File: config.mk
export PLATFORM = sky130hd
export DESIGN_NAME = dither_frame_sequencer
export DESIGN_NICKNAME = d
export VERILOG_FILES = /design/src/rtl/dither_frame_sequencer.sv
export SDC_FILE = /design/constraint.sdc
export NUM_CORES = 1
export LEC_CHECK = 0
export CORE_AREA = 2 2 77 79
export DETAILED_ROUTE_END_ITERATION = 10
export DIE_AREA = 0 0 79 81
export GPL_TIMING_DRIVEN = 0
export MAX_ROUTING_LAYER = met4
export PLACE_DENSITY = 0.94
export SETUP_SLACK_MARGIN = 0.1
export SLEW_MARGIN = 20
export SYNTH_ARGS = -nofsm -noshare
export SYNTH_HDL_FRONTEND = slang
export SYNTH_SLANG_ARGS = --single-unit
File: constraint.sdc
create_clock -name clk -period 3.6 [get_ports clk]
set_input_delay 0.9 -clock clk [delete_from_list [all_inputs] [get_ports clk]]
set_output_delay 0.9 -clock clk [all_outputs]
set_load 0.1 [all_outputs]
File: src/rtl/dither_frame_sequencer.sv
// Frame sequencer for the dithering accelerator.
// Loads a frame of interleaved channel samples into the frame RAM. Kicks
// the compute unit and guards it with a watchdog. Then streams the processed
// frame back out in the same order it was loaded.
module dither_frame_sequencer #(
  parameter int IMAGEX           = 64,
  parameter int IMAGEY           = 64,
  parameter int CHANNELS         = 1,
  parameter int RGB_SIZE         = 8,
  parameter int IMAGE_ADDR_WIDTH = (IMAGEX * IMAGEY > 1) ? $clog2(IMAGEX * IMAGEY) : 1,
  parameter int CH_W             = (CHANNELS > 1) ? $clog2(CHANNELS) : 1,
  parameter int TIMEOUT_CYCLES   = 1000000
) (
  input  logic                        clk,
  input  logic                        rst,
  input  logic                        start,
  input  logic                        in_valid,
  input  logic [RGB_SIZE-1:0]         in_data,
  output logic                        in_ready,
  output logic                        ram_we,
  output logic [IMAGE_ADDR_WIDTH-1:0] ram_wr_addr,
  output logic [CH_W-1:0]             ram_wr_ch,
  output logic [RGB_SIZE-1:0]         ram_wr_data,
  output logic                        compute_start,
  input  logic                        compute_done,
  output logic                        ram_rd_en,
  output logic [IMAGE_ADDR_WIDTH-1:0] ram_rd_addr,
  output logic [CH_W-1:0]             ram_rd_ch,
  input  logic [RGB_SIZE-1:0]         ram_rd_data,
  output logic                        out_valid,
  output logic [RGB_SIZE-1:0]         out_data,
  input  logic                        out_ready,
  output logic                        busy,
  output logic                        frame_done,
  output logic                        error
);

  localparam int TMR_W = $clog2(TIMEOUT_CYCLES + 1);
  localparam logic [IMAGE_ADDR_WIDTH-1:0] LAST_PIX  = IMAGE_ADDR_WIDTH'(IMAGEX * IMAGEY - 1);
  localparam logic [CH_W-1:0]             LAST_CH   = CH_W'(CHANNELS - 1);
  localparam logic [TMR_W-1:0]            TMR_LIMIT = TMR_W'(TIMEOUT_CYCLES);

  typedef enum logic [2:0] {
    S_IDLE,
    S_LOAD,
    S_COMPUTE,
    S_RD_REQ,
    S_RD_WAIT,
    S_RD_OUT,
    S_ERROR
  } state_t;

  state_t                        state_q, state_d;
  logic [IMAGE_ADDR_WIDTH-1:0]   pix_q, pix_d;
  logic [CH_W-1:0]               ch_q, ch_d;
  logic [TMR_W-1:0]              tmr_q, tmr_d;
  logic [RGB_SIZE-1:0]           out_data_q, out_data_d;
  logic                          compute_start_q, compute_start_d;
  logic                          frame_done_q, frame_done_d;

  // Position bookkeeping shared by the load and read-back walks
  logic                          ch_wrap;
  logic                          last_sample;
  logic [CH_W-1:0]               ch_adv;
  logic [IMAGE_ADDR_WIDTH-1:0]   pix_adv;

  // Next channel/pixel position: channels wrap first, then the pixel advances
  always_comb begin
    ch_wrap     = (ch_q == LAST_CH);
    last_sample = ch_wrap && (pix_q == LAST_PIX);
    ch_adv      = ch_wrap ? '0 : ch_q + 1'b1;
    pix_adv     = ch_wrap ? pix_q + 1'b1 : pix_q;
  end

  // State, counters and registered pulse outputs
  always_ff @(posedge clk) begin
    if (rst) begin
      state_q         <= S_IDLE;
      pix_q           <= '0;
      ch_q            <= '0;
      tmr_q           <= '0;
      out_data_q      <= '0;
      compute_start_q <= 1'b0;
      frame_done_q    <= 1'b0;
    end else begin
      state_q         <= state_d;
      pix_q           <= pix_d;
      ch_q            <= ch_d;
      tmr_q           <= tmr_d;
      out_data_q      <= out_data_d;
      compute_start_q <= compute_start_d;
      frame_done_q    <= frame_done_d;
    end
  end

  // Next-state logic and the per-state combinational strobes
  always_comb begin
    state_d         = state_q;
    pix_d           = pix_q;
    ch_d            = ch_q;
    tmr_d           = tmr_q;
    out_data_d      = out_data_q;
    compute_start_d = 1'b0;
    frame_done_d    = 1'b0;
    in_ready        = 1'b0;
    ram_we          = 1'b0;
    ram_wr_addr     = '0;
    ram_wr_ch       = '0;
    ram_wr_data     = '0;
    ram_rd_en       = 1'b0;
    ram_rd_addr     = '0;
    ram_rd_ch       = '0;
    out_valid       = 1'b0;
    busy            = 1'b1;
    error           = 1'b0;

    case (state_q)
      S_IDLE: begin
        busy = 1'b0;
        if (start) begin
          state_d = S_LOAD;
          pix_d   = '0;
          ch_d    = '0;
          tmr_d   = '0;
        end
      end

      S_LOAD: begin
        in_ready = 1'b1;
        if (in_valid) begin
          ram_we      = 1'b1;
          ram_wr_addr = pix_q;
          ram_wr_ch   = ch_q;
          ram_wr_data = in_data;
          if (last_sample) begin
            // Frame complete: rewind counters for the read-back walk
            state_d         = S_COMPUTE;
            pix_d           = '0;
            ch_d            = '0;
            tmr_d           = '0;
            compute_start_d = 1'b1;
          end else begin
            pix_d = pix_adv;
            ch_d  = ch_adv;
          end
        end
      end

      S_COMPUTE: begin
        tmr_d = tmr_q + 1'b1;
        // A completion arriving on the expiry cycle still counts as success
        if (compute_done) begin
          state_d = S_RD_REQ;
        end else if (tmr_d == TMR_LIMIT) begin
          state_d = S_ERROR;
        end
      end

      S_RD_REQ: begin
        ram_rd_en   = 1'b1;
        ram_rd_addr = pix_q;
        ram_rd_ch   = ch_q;
        state_d     = S_RD_WAIT;
      end

      S_RD_WAIT: begin
        // RAM data is valid the cycle after the read strobe
        out_data_d = ram_rd_data;
        state_d    = S_RD_OUT;
      end

      S_RD_OUT: begin
        out_valid = 1'b1;
        if (out_ready) begin
          if (last_sample) begin
            state_d      = S_IDLE;
            frame_done_d = 1'b1;
            pix_d        = '0;
            ch_d         = '0;
          end else begin
            state_d = S_RD_REQ;
            pix_d   = pix_adv;
            ch_d    = ch_adv;
          end
        end
      end

      S_ERROR: begin
        busy  = 1'b0;
        error = 1'b1;
        if (start) begin
          state_d = S_LOAD;
          pix_d   = '0;
          ch_d    = '0;
          tmr_d   = '0;
        end
      end

      default: begin
        state_d = S_IDLE;
      end
    endcase
  end

  assign compute_start = compute_start_q;
  assign frame_done    = frame_done_q;
  assign out_data      = out_data_q;

endmodule

==> metrics, run 1 <==
initial antenna violation count 0; die height 81 um; Final ANT Viol Nets 0; P per Cell Area 275.9 nW/um2; drt wl/cell 14.92 um; worst setup path end ram_we; Top Metal Used met4; Max Cap Violations 0; clock skew 6.244 ps; Reg power frac 0.506; GRT Residual Overflow 0; post-route insts no fill 522; drt first pass iters 4; vias in the first global route 2814; last weighted congestion value of the routability-driven placer 0.9139; GRT Util Overall 0.2542; core area 5675 um2; Initial Utilization 0.5013; Clock Latency Late Sink 300 ps; logic gate share of total power 0.158; Pleak 1.391 nW; internal power 0.7037 mW; Worst-Margin Slew 984.2 ps; total routed wirelength 7788 um; syn avg cell area 7.690 um2; routed wl met2 3766 um; post-placement cell count 514; data required time at the worst endpoint 2700 ps; metal1 wirelength 3216 um; vias 3038; Die Span X 79 um; IR drop worst, VDD 0.0002602 V; DP HPWL 5656 um; Ys Warns 0; Hold Path Stages 2; share of cells above drive strength 1 0.1566; outcome finished, final reports clean; Top FF cell, synth dfxtp_1; port bufs 68; vias per inst 5.820; Num CTS Buffers 5; clock power share 0.336; worst hold path type reg2reg; clk sinks 45; DRC 0; I/O pin count 72; Ant. Diodes 0; Synth cell types 63; area delta synth->final 27.22%; minimum clock period 3433 ps; Hold WS 499.5 ps; Sum Neg Setup Slack 0 ps; reg2reg start tmr_q[0]; Final Hold Vio Count 0; Syn Std Cell Area 2845 um2; filler instances 512; CTS root buf clkbuf_8; Post-DP Area 3626 um2; sw frac 0.2954; CP startpoint in_valid; crit path launch type input port; sequential element share of the synthesized area 0.3166; cts hold-fix bufs 0; final net count 471; Max-slew headroom 0.3418; RSZ-0062 raised after global routing true; metal3 WL 645 um; Clock Pin Slew Worst Setup and Hold Paths 90 ps; Setup-failing EPs final 0; Reg2Reg Depth 6; period utilization 0.9535; CP arrival 2530 ps; largest net degree at the start of global routing 15; Initial DRC Count 225; Synth async-reset ratio 0; Crit Path Class in2out; most frequent cells in the layout nor2_1 (52), dfxtp_1 (45), and2_1 (35), nand2_1 (32), clkdlybuf4s50_1 (31); H-Tree Depth 2; global-route wire length before repair 12790 um; Fmax 0.2913 GHz; number of synthesized flops with an enable pin 0; commonest non-fill, non-tap cell in the layout nor2_1; Crit Path Max Fanout 10; register-to-register setup slack 1130 ps; Reg-to-Reg End state_q[2]; Max Slew Vio Count 0; # rows 28; die footprint 6399 um2; crit end category primary output; NetSw 0.2950 mW; TritonCTS clock tree yes; cell area after layout 3620 um2; #FFs+latches synth 45; synthesized instance count 370; Longest Clk Path Bufs 2
power groups by stage:
stage / registers, mW / clock network [mW] / logic, mW
2_1_floorplan: 0.516 / 0 / 0.108
3_3_place_gp: 0.517 / 0 / 0.156
3_5_place_dp: 0.517 / 0 / 0.160
4_1_cts: 0.505 / 0.338 / 0.157
5_1_grt: 0.506 / 0.356 / 0.167
6_report: 0.505 / 0.335 / 0.158
synthesized netlist by cell type, drive strengths merged, types with 2 or more instances:
| master | n | area share |
|---|---|---|
| nor2 | 53 | 0.073 |
| dfxtp | 45 | 0.32 |
| and2 | 35 | 0.077 |
| nand2 | 33 | 0.044 |
| a21oi | 19 | 0.035 |
| nor3 | 18 | 0.037 |
| clkbuf | 17 | 0.030 |
| nand3 | 17 | 0.032 |
| o21ai | 14 | 0.025 |
| a311oi | 12 | 0.037 |
| nand4 | 11 | 0.032 |
| buf | 10 | 0.025 |
| mux2i | 9 | 0.032 |
| xnor2 | 8 | 0.025 |
| xor2 | 8 | 0.025 |
| inv | 7 | 0.0092 |
| a31oi | 5 | 0.011 |
| and3 | 3 | 0.0066 |
| ha | 3 | 0.013 |
| nand2b | 3 | 0.0066 |
| o22ai | 3 | 0.0066 |
| o31ai | 3 | 0.0097 |
| a21boi | 2 | 0.0053 |
| a21o | 2 | 0.0053 |
| and3b | 2 | 0.0062 |
| and4 | 2 | 0.0066 |
| nor4 | 2 | 0.0044 |
| o2111ai | 2 | 0.0062 |
| o21a | 2 | 0.0053 |
| or2 | 2 | 0.0044 |
metal layers:
layer	track usage	vias to the layer above
met5	-	-
met4	0.1000	0
met3	0.04778	18
met2	0.4314	156
met1	0.2995	1413
li1	-	1451
repair_timing:
item	CTS	global route
endpoints found under the setup margin	35	24
hold endpoints to repair	0	0
gates resized for setup	156	27
buffers inserted	0	0
kinds of logic after synthesis:
kind of cell / count (synthesis) / share of synthesized area
compound gates: 73 / 0.1733
xor+xnor: 16 / 0.04925
fa+ha+maj: 3 / 0.01319
buf+inv: 35 / 0.06552
flops: 45 / 0.3166
mux: 10 / 0.03562
other cells: 1 / 0.001318
simple gates: 187 / 0.3452
sequential cells by signal (all words and copies together) (netlist names):
| name | count |
|---|---|
| compute_start | 1 |
| frame_done | 1 |
| tmr_q | 20 |
| state_q | 3 |
| out_data | 8 |
| pix_q | 12 |
per-stage QoR:
| step | worst slack (ps) | power (mW) | utilization |
|---|---|---|---|
| floorplan | -87.13 | 0.6241 | - |
| global placement | -654.6 | 0.6728 | 0.6389 |
| detailed placement | -734.4 | 0.6767 | 0.6389 |
| CTS | 107.8 | 1.001 | 0.6481 |
| global route | 92.88 | 1.029 | 0.6378 |
| finish | 167.4 | 0.9988 | 0.6378 |
worst min-delay path by stage:
stage                      from          end  slack (ps)
floorplan             tmr_q[19]    tmr_q[19]         470
global placement    out_data[5]  out_data[5]         470
detailed placement  out_data[0]  out_data[0]         490
CTS                 out_data[7]  out_data[7]         510
global route        out_data[7]  out_data[7]         520
finish              out_data[7]  out_data[7]         500
critical path, stage by stage:
cell	delay (ps)
clkdlybuf4s50_1	490
and3_1	150
clkbuf_1	290
clkbuf_2	250
buf_2	450
area by class of cell:
type | instances | area (um2) | share of cell area
clock inverters | 2 | 13.76 | 0.003802
clock buffers | 6 | 82.58 | 0.02281
well taps | 75 | 93.84 | 0.02592
multi-input cells | 291 | 1762 | 0.4867
inverters | 8 | 30.03 | 0.008296
plain buffers | 27 | 160.2 | 0.04424
flip-flops and latches | 45 | 900.9 | 0.2489
repair buffers | 68 | 576.8 | 0.1594
Power figures use the tool's default switching activity.
==> run 2: changes to the inputs <==
- clock period: 3.6 -> 4.2 ns (I/O delays scaled with it)
==> run 2 against run 1 <==
Routed wire length down 3.4%. Combinational power is 16% lower. Critical path depth did not move. Global-route usage shrank 1.1 points. Die area is the same. Sequential share of layout area decreased by 0.12 points. First-iteration DRC count is 25% lower. Critical path type unchanged. Clock power is 20% lower.
==> metrics, run 2 (synthesis results as in run 1) <==
most flop-heavy register tmr_q; I/O pin count 72 (unchanged); Setup WS pre-CTS -444.3 ps (+290.1 ps); Worst-Margin Slew 985.6 ps (+1.406 ps); port bufs 68 (unchanged); total routed wirelength 7521 um (-3.4%); worst hold path type reg2reg; global-route wire length before repair 12140 um (-5.0%); # rows 28 (unchanged); DRC 0 (unchanged); Clock Latency Late Sink 300 ps (about the same); cts hold-fix bufs 0 (unchanged); Final ANT Viol Nets 0 (unchanged); Fmax 0.2497 GHz; H-Tree Depth 2 (unchanged); Max-slew headroom 0.3408 (-0.0009410); final setup margin 194.6 ps (+27.16 ps); vias in the first global route 2601 (-7.6%); data required time at the worst endpoint 3150 ps (+450 ps); max reg flops 20 (unchanged); Slowest-stage cell, CP clkdlybuf4s15_1; clk sinks 45 (unchanged); GRT Residual Overflow 0 (unchanged); Hold WS 505.0 ps (+5.507 ps); delay-heaviest family, CP buffers and inverters; Final Hold Vio Count 0 (unchanged); post-route insts no fill 522 (unchanged); GR Layer Usage met2 0.3924 (-0.03898); die height 81 um (unchanged); CP arrival 2960 ps (+430 ps); vias 3036 (-0.066%); Crit Path Class in2out; outcome finished, final reports clean; Ant. Diodes 0 (unchanged); P per Cell Area 229.2 nW/um2 (-17%); Num CTS Buffers 5 (unchanged); area delta synth->final 27.84%; Initial DRC Count 169 (-25%); post-placement cell count 514 (unchanged); grt met1 use 0.3015 (+0.001991); Max Cap Violations 0 (unchanged); Critical Path Max Stage Delay 820 ps (+330 ps); busiest grt layer met2; drt wl/cell 14.41 um (-3.4%); initial antenna violation count 0 (unchanged); IR drop worst, VDD 0.0001852 V (-29%); drt first pass iters 7 (+3); crit path launch type input port; clock skew 8.472 ps (+2.228 ps); met3 Use GR 0.04333 (-0.004444); vias per inst 5.816 (about the same); CTS root buf clkbuf_8; Initial Utilization 0.5013 (unchanged); Max Slew Vio Count 0 (unchanged); final net count 471 (unchanged); largest net degree at the start of global routing 15 (unchanged); CP bufs+invs 3 (-1); crit end category primary output; most frequent cells in the layout nor2_1 (52), dfxtp_1 (45), and2_1 (35), clkdlybuf4s50_1 (35), nand2_1 (32); Sum Neg Setup Slack 0 ps (unchanged); DP HPWL 5545 um (-2.0%); commonest non-fill, non-tap cell in the layout nor2_1; die footprint 6399 um2 (unchanged); Die Span X 79 um (unchanged); worst-path cell chain clkdlybuf4s50_1, and3_1, clkbuf_1, and2_1, clkdlybuf4s15_1; minimum clock period 4005 ps; RSZ-0062 raised after global routing true; share of cells above drive strength 1 0.1409 (-0.01566); last weighted congestion value of the routability-driven placer 0.9026 (-1.2%); core area 5675 um2 (unchanged); Pleak 1.353 nW (-2.7%); Longest Clk Path Bufs 2 (unchanged); period utilization 0.9537; Crit Path Max Fanout 6 (-4); TritonCTS clock tree yes; Setup-failing EPs final 0 (unchanged); GRT Util Overall 0.2430 (-0.01123); Clock Pin Slew Worst Setup and Hold Paths 90 ps (about the same)
run 2: cell count changes in the layout (fill, tap and decap cells not counted):
| cell | previous run | this run |
|---|---|---|
| buf_4 | 25 | 6 |
| clkbuf_2 | 6 | 10 |
| clkinvlp_4 | 0 | 1 |
| clkdlybuf4s50_1 | 31 | 35 |
| clkdlybuf4s15_2 | 1 | 10 |
| clkdlybuf4s15_1 | 0 | 2 |
| clkdlybuf4s18_2 | 1 | 0 |
| clkinv_2 | 1 | 2 |
| dlygate4sd2_1 | 2 | 1 |
| clkbuf_8 | 8 | 7 |
| clkinv_4 | 1 | 0 |
| clkbuf_1 | 11 | 13 |
run 2: final cells by class:
class / instances / area [um2]
Inverter: 8 / 30.03
Buffer: 27 / 157.7
Multi-Input combinational cell: 291 / 1762
Sequential cell: 45 / 900.9
Fill cell: 496 / 2038
Tap cell: 75 / 93.84
Clock inverter: 3 / 17.52
Timing Repair Buffer: 68 / 606.8
Clock buffer: 5 / 68.82
run 2: what timing repair did:
action	4_1_cts	5_1_grt
resized for setup	71	40
endpoints found under the setup margin	31	22
buffers inserted	0	0
run 2: worst reg2reg max path, stage by stage (launching register included):
cell and delay [ps]:
dfxtp_1 500, nand4_2 190, nor4_1 580, mux2i_1 240, o31ai_1 80, or4_1 590, o31ai_2 190
run 2: through the flow:
stage                     utilization  power (mW)  area [um2]
after floorplan                     -      0.5350        2850
after CTS                      0.6559      0.8370        3722
after detailed placement       0.6387      0.5784        3625
after global routing           0.6409      0.8565        3637
after global placement         0.6387      0.5765        3625
final                          0.6409      0.8338        3637
run 2: where the power goes:
group	switching [mW]	internal (mW)
registers	0.00421	0.429
clock network	0.153	0.115
logic	0.0932	0.0395
total	0.250	0.583
run 2: worst paths after layout:
check	slack (ps)	depth (start not counted)	endpoint	from
max	190	5	ram_wr_addr[11]	in_valid
min reg2reg	500	2	out_data[1]	out_data[1]
min	500	2	out_data[1]	out_data[1]
max reg2reg	1740	6	state_q[2]	tmr_q[0]
run 2: metal layers:
metal  share of wire  vias up
li1                -     1458
met1            0.44     1414
met2            0.47      148
met3           0.068       16
met4           0.019        0
met5               0        -
==> run 3: changes to the inputs <==
- CORE_AREA: 2 2 77 79 -> 2 2 79 81
- DIE_AREA: 0 0 79 81 -> 0 0 81 83
- PLACE_DENSITY: 0.94 -> 0.9
- clock period: 4.2 -> 4 ns (I/O delays scaled with it)
==> run 3 against run 2 <==
First-iteration DRC count grew 47%. Power grew 9.4%. Design area shrank 0.86%. Hold slack better by 8.2 ps. Critical path depth unchanged. Utilization shrank 2.1 points. Global-route usage is 0.36 points lower. Clock skew up 1.8 ps. Worst setup slack improved by 59 ps. Routed wire length up 3.3%. Sequential share of layout area grew 0.21 points. Highest routed layer unchanged.
==> metrics, run 3 (synthesis results as in run 1) <==
DP HPWL 5631 um (+1.5%); share of cells above drive strength 1 0.1477 (+0.006711); Clock Latency Late Sink 310 ps (about the same); IR drop worst, VDD 0.0001698 V (-8.3%); cts hold-fix bufs 0 (unchanged); DRC 0 (unchanged); global-route wire length before repair 12730 um (+4.8%); post-placement cell count 514 (unchanged); setup bufs post-CTS 0 (unchanged); grt met1 use 0.3170 (+0.01545); clock skew 10.23 ps (+1.756 ps); filler instances 525 (+5.8%); Ant. Diodes 0 (unchanged); drt wl/cell 14.88 um (+3.3%); commonest non-fill, non-tap cell in the layout nor2_1; TritonCTS clock tree yes; outcome finished, final reports clean; Final ANT Viol Nets 0 (unchanged); Longest Clk Path Bufs 2 (unchanged); Power Total 0.9122 mW (+9.4%); most frequent cells in the layout nor2_1 (52), dfxtp_1 (45), and2_1 (35), clkdlybuf4s50_1 (35), nand2_1 (32); Initial Utilization 0.4892 (-0.01208); Pleak 1.369 nW (+1.2%); Num CTS Buffers 5 (unchanged); clk sinks 45 (unchanged); max reg flops 20 (unchanged); multi-input logic area 1762 um2 (unchanged); H-Tree Depth 2 (unchanged); worst hold path type reg2reg; Worst-Margin Slew 987.9 ps (+2.272 ps); Max-slew headroom 0.3393 (-0.001519); final net count 471 (unchanged); FF+latch area 900.9 um2 (unchanged); GRT Util Overall 0.2394 (-0.003556); most flop-heavy register tmr_q; port bufs 68 (unchanged); vias 2942 (-3.1%); GR Layer Usage met2 0.3689 (-0.02348); # rows 28 (unchanged); Max Cap Violations 0 (unchanged); RSZ-0062 raised after global routing false; busiest grt layer met2; P per Cell Area 253.0 nW/um2 (+10%); CP arrival 2750 ps (-210 ps); I/O pin count 72 (unchanged); Reg2Reg Depth 6 (unchanged); initial antenna violation count 0 (unchanged); met3 Use GR 0.04565 (+0.002319); Max Slew Vio Count 0 (unchanged); reg2reg start tmr_q[0]; last weighted congestion value of the routability-driven placer 0.9032 (about the same); Initial DRC Count 248 (+47%); GRT Residual Overflow 0 (unchanged); total routed wirelength 7768 um (+3.3%); vias in the first global route 2708 (+4.1%); Fmax 0.2669 GHz; die height 83 um (+2.5%); CP startpoint in_valid; worst setup path end ram_we; minimum clock period 3746 ps; period utilization 0.9366; core area 5816 um2 (+2.5%); crit end category primary output; Crit Path Class in2out; Reg-to-Reg End state_q[2]; post-route insts no fill 522 (unchanged); register-to-register setup slack 1540 ps (-200 ps); area delta synth->final 26.74%; Setup-failing EPs final 0 (unchanged); Final Hold Vio Count 0 (unchanged); drt first pass iters 5 (-2); largest net degree at the start of global routing 16 (+1); CTS root buf clkbuf_8; data required time at the worst endpoint 3000 ps (-150 ps); Crit Path Max Fanout 10 (+4); vias per inst 5.636 (-3.1%); Die Span X 81 um (+2.5%); crit path launch type input port; Clock Pin Slew Worst Setup and Hold Paths 90 ps (about the same); die footprint 6723 um2 (+5.1%)
run 3: timing repair:
item                       CTS  global route
pin swaps                    0             0
resized for setup           90            53
gates cloned                 0             0
setup endpoints to repair   31            32
run 3: where the power goes:
group	switching (mW)	internal, mW
Sequential	0.00433	0.450
Clock	0.171	0.144
Combinational	0.0993	0.0431
Total	0.275	0.637
run 3: final cells by class:
cell class              instances  area share
multi-input cells             291      0.4885
flip-flops and latches         45      0.2498
repair buffers                 68      0.1558
plain buffers                  27     0.04372
well taps                      75     0.02602
clock buffers                   6     0.02290
inverters                       8    0.008328
clock inverters                 2    0.004858
run 3: worst min path at each step:
stage / startpoint / to / slack, ps / depth (start not counted)
after detailed placement: out_data[6] / out_data[6] / 490 / 2
after CTS: out_data[4] / out_data[4] / 510 / 2
final: out_data[4] / out_data[4] / 510 / 2
after global placement: out_data[7] / out_data[7] / 470 / 2
after floorplan: tmr_q[19] / tmr_q[19] / 470 / 1
after global routing: out_data[4] / out_data[4] / 540 / 2
run 3: per-layer routing:
metal  part of all wire  up-vias
li1                   -     1447
met1               0.45     1374
met2               0.47      106
met3              0.060       15
met4              0.015        0
met5                  0        -
run 3: per-stage QoR:
step	cell area, um2	worst slack, ps	util	hold slack (ps)	setup TNS [ps]
2_1_floorplan	2850	212.9	-	472.3	0
6_report	3606	253.7	0.6201	513.1	0
5_1_grt	3606	135.4	0.6201	542.6	0
4_1_cts	3681	43.37	0.6330	511.8	0
3_3_place_gp	3625	-456.9	0.6233	472.9	-8463
3_5_place_dp	3625	-532.1	0.6233	488.4	-9401
run 3: critical path, cell delays in order:
cell and delay [ps]:
clkdlybuf4s50_1 470, and3_1 140, clkbuf_1 290, clkbuf_2 260, clkdlybuf4s15_2 580
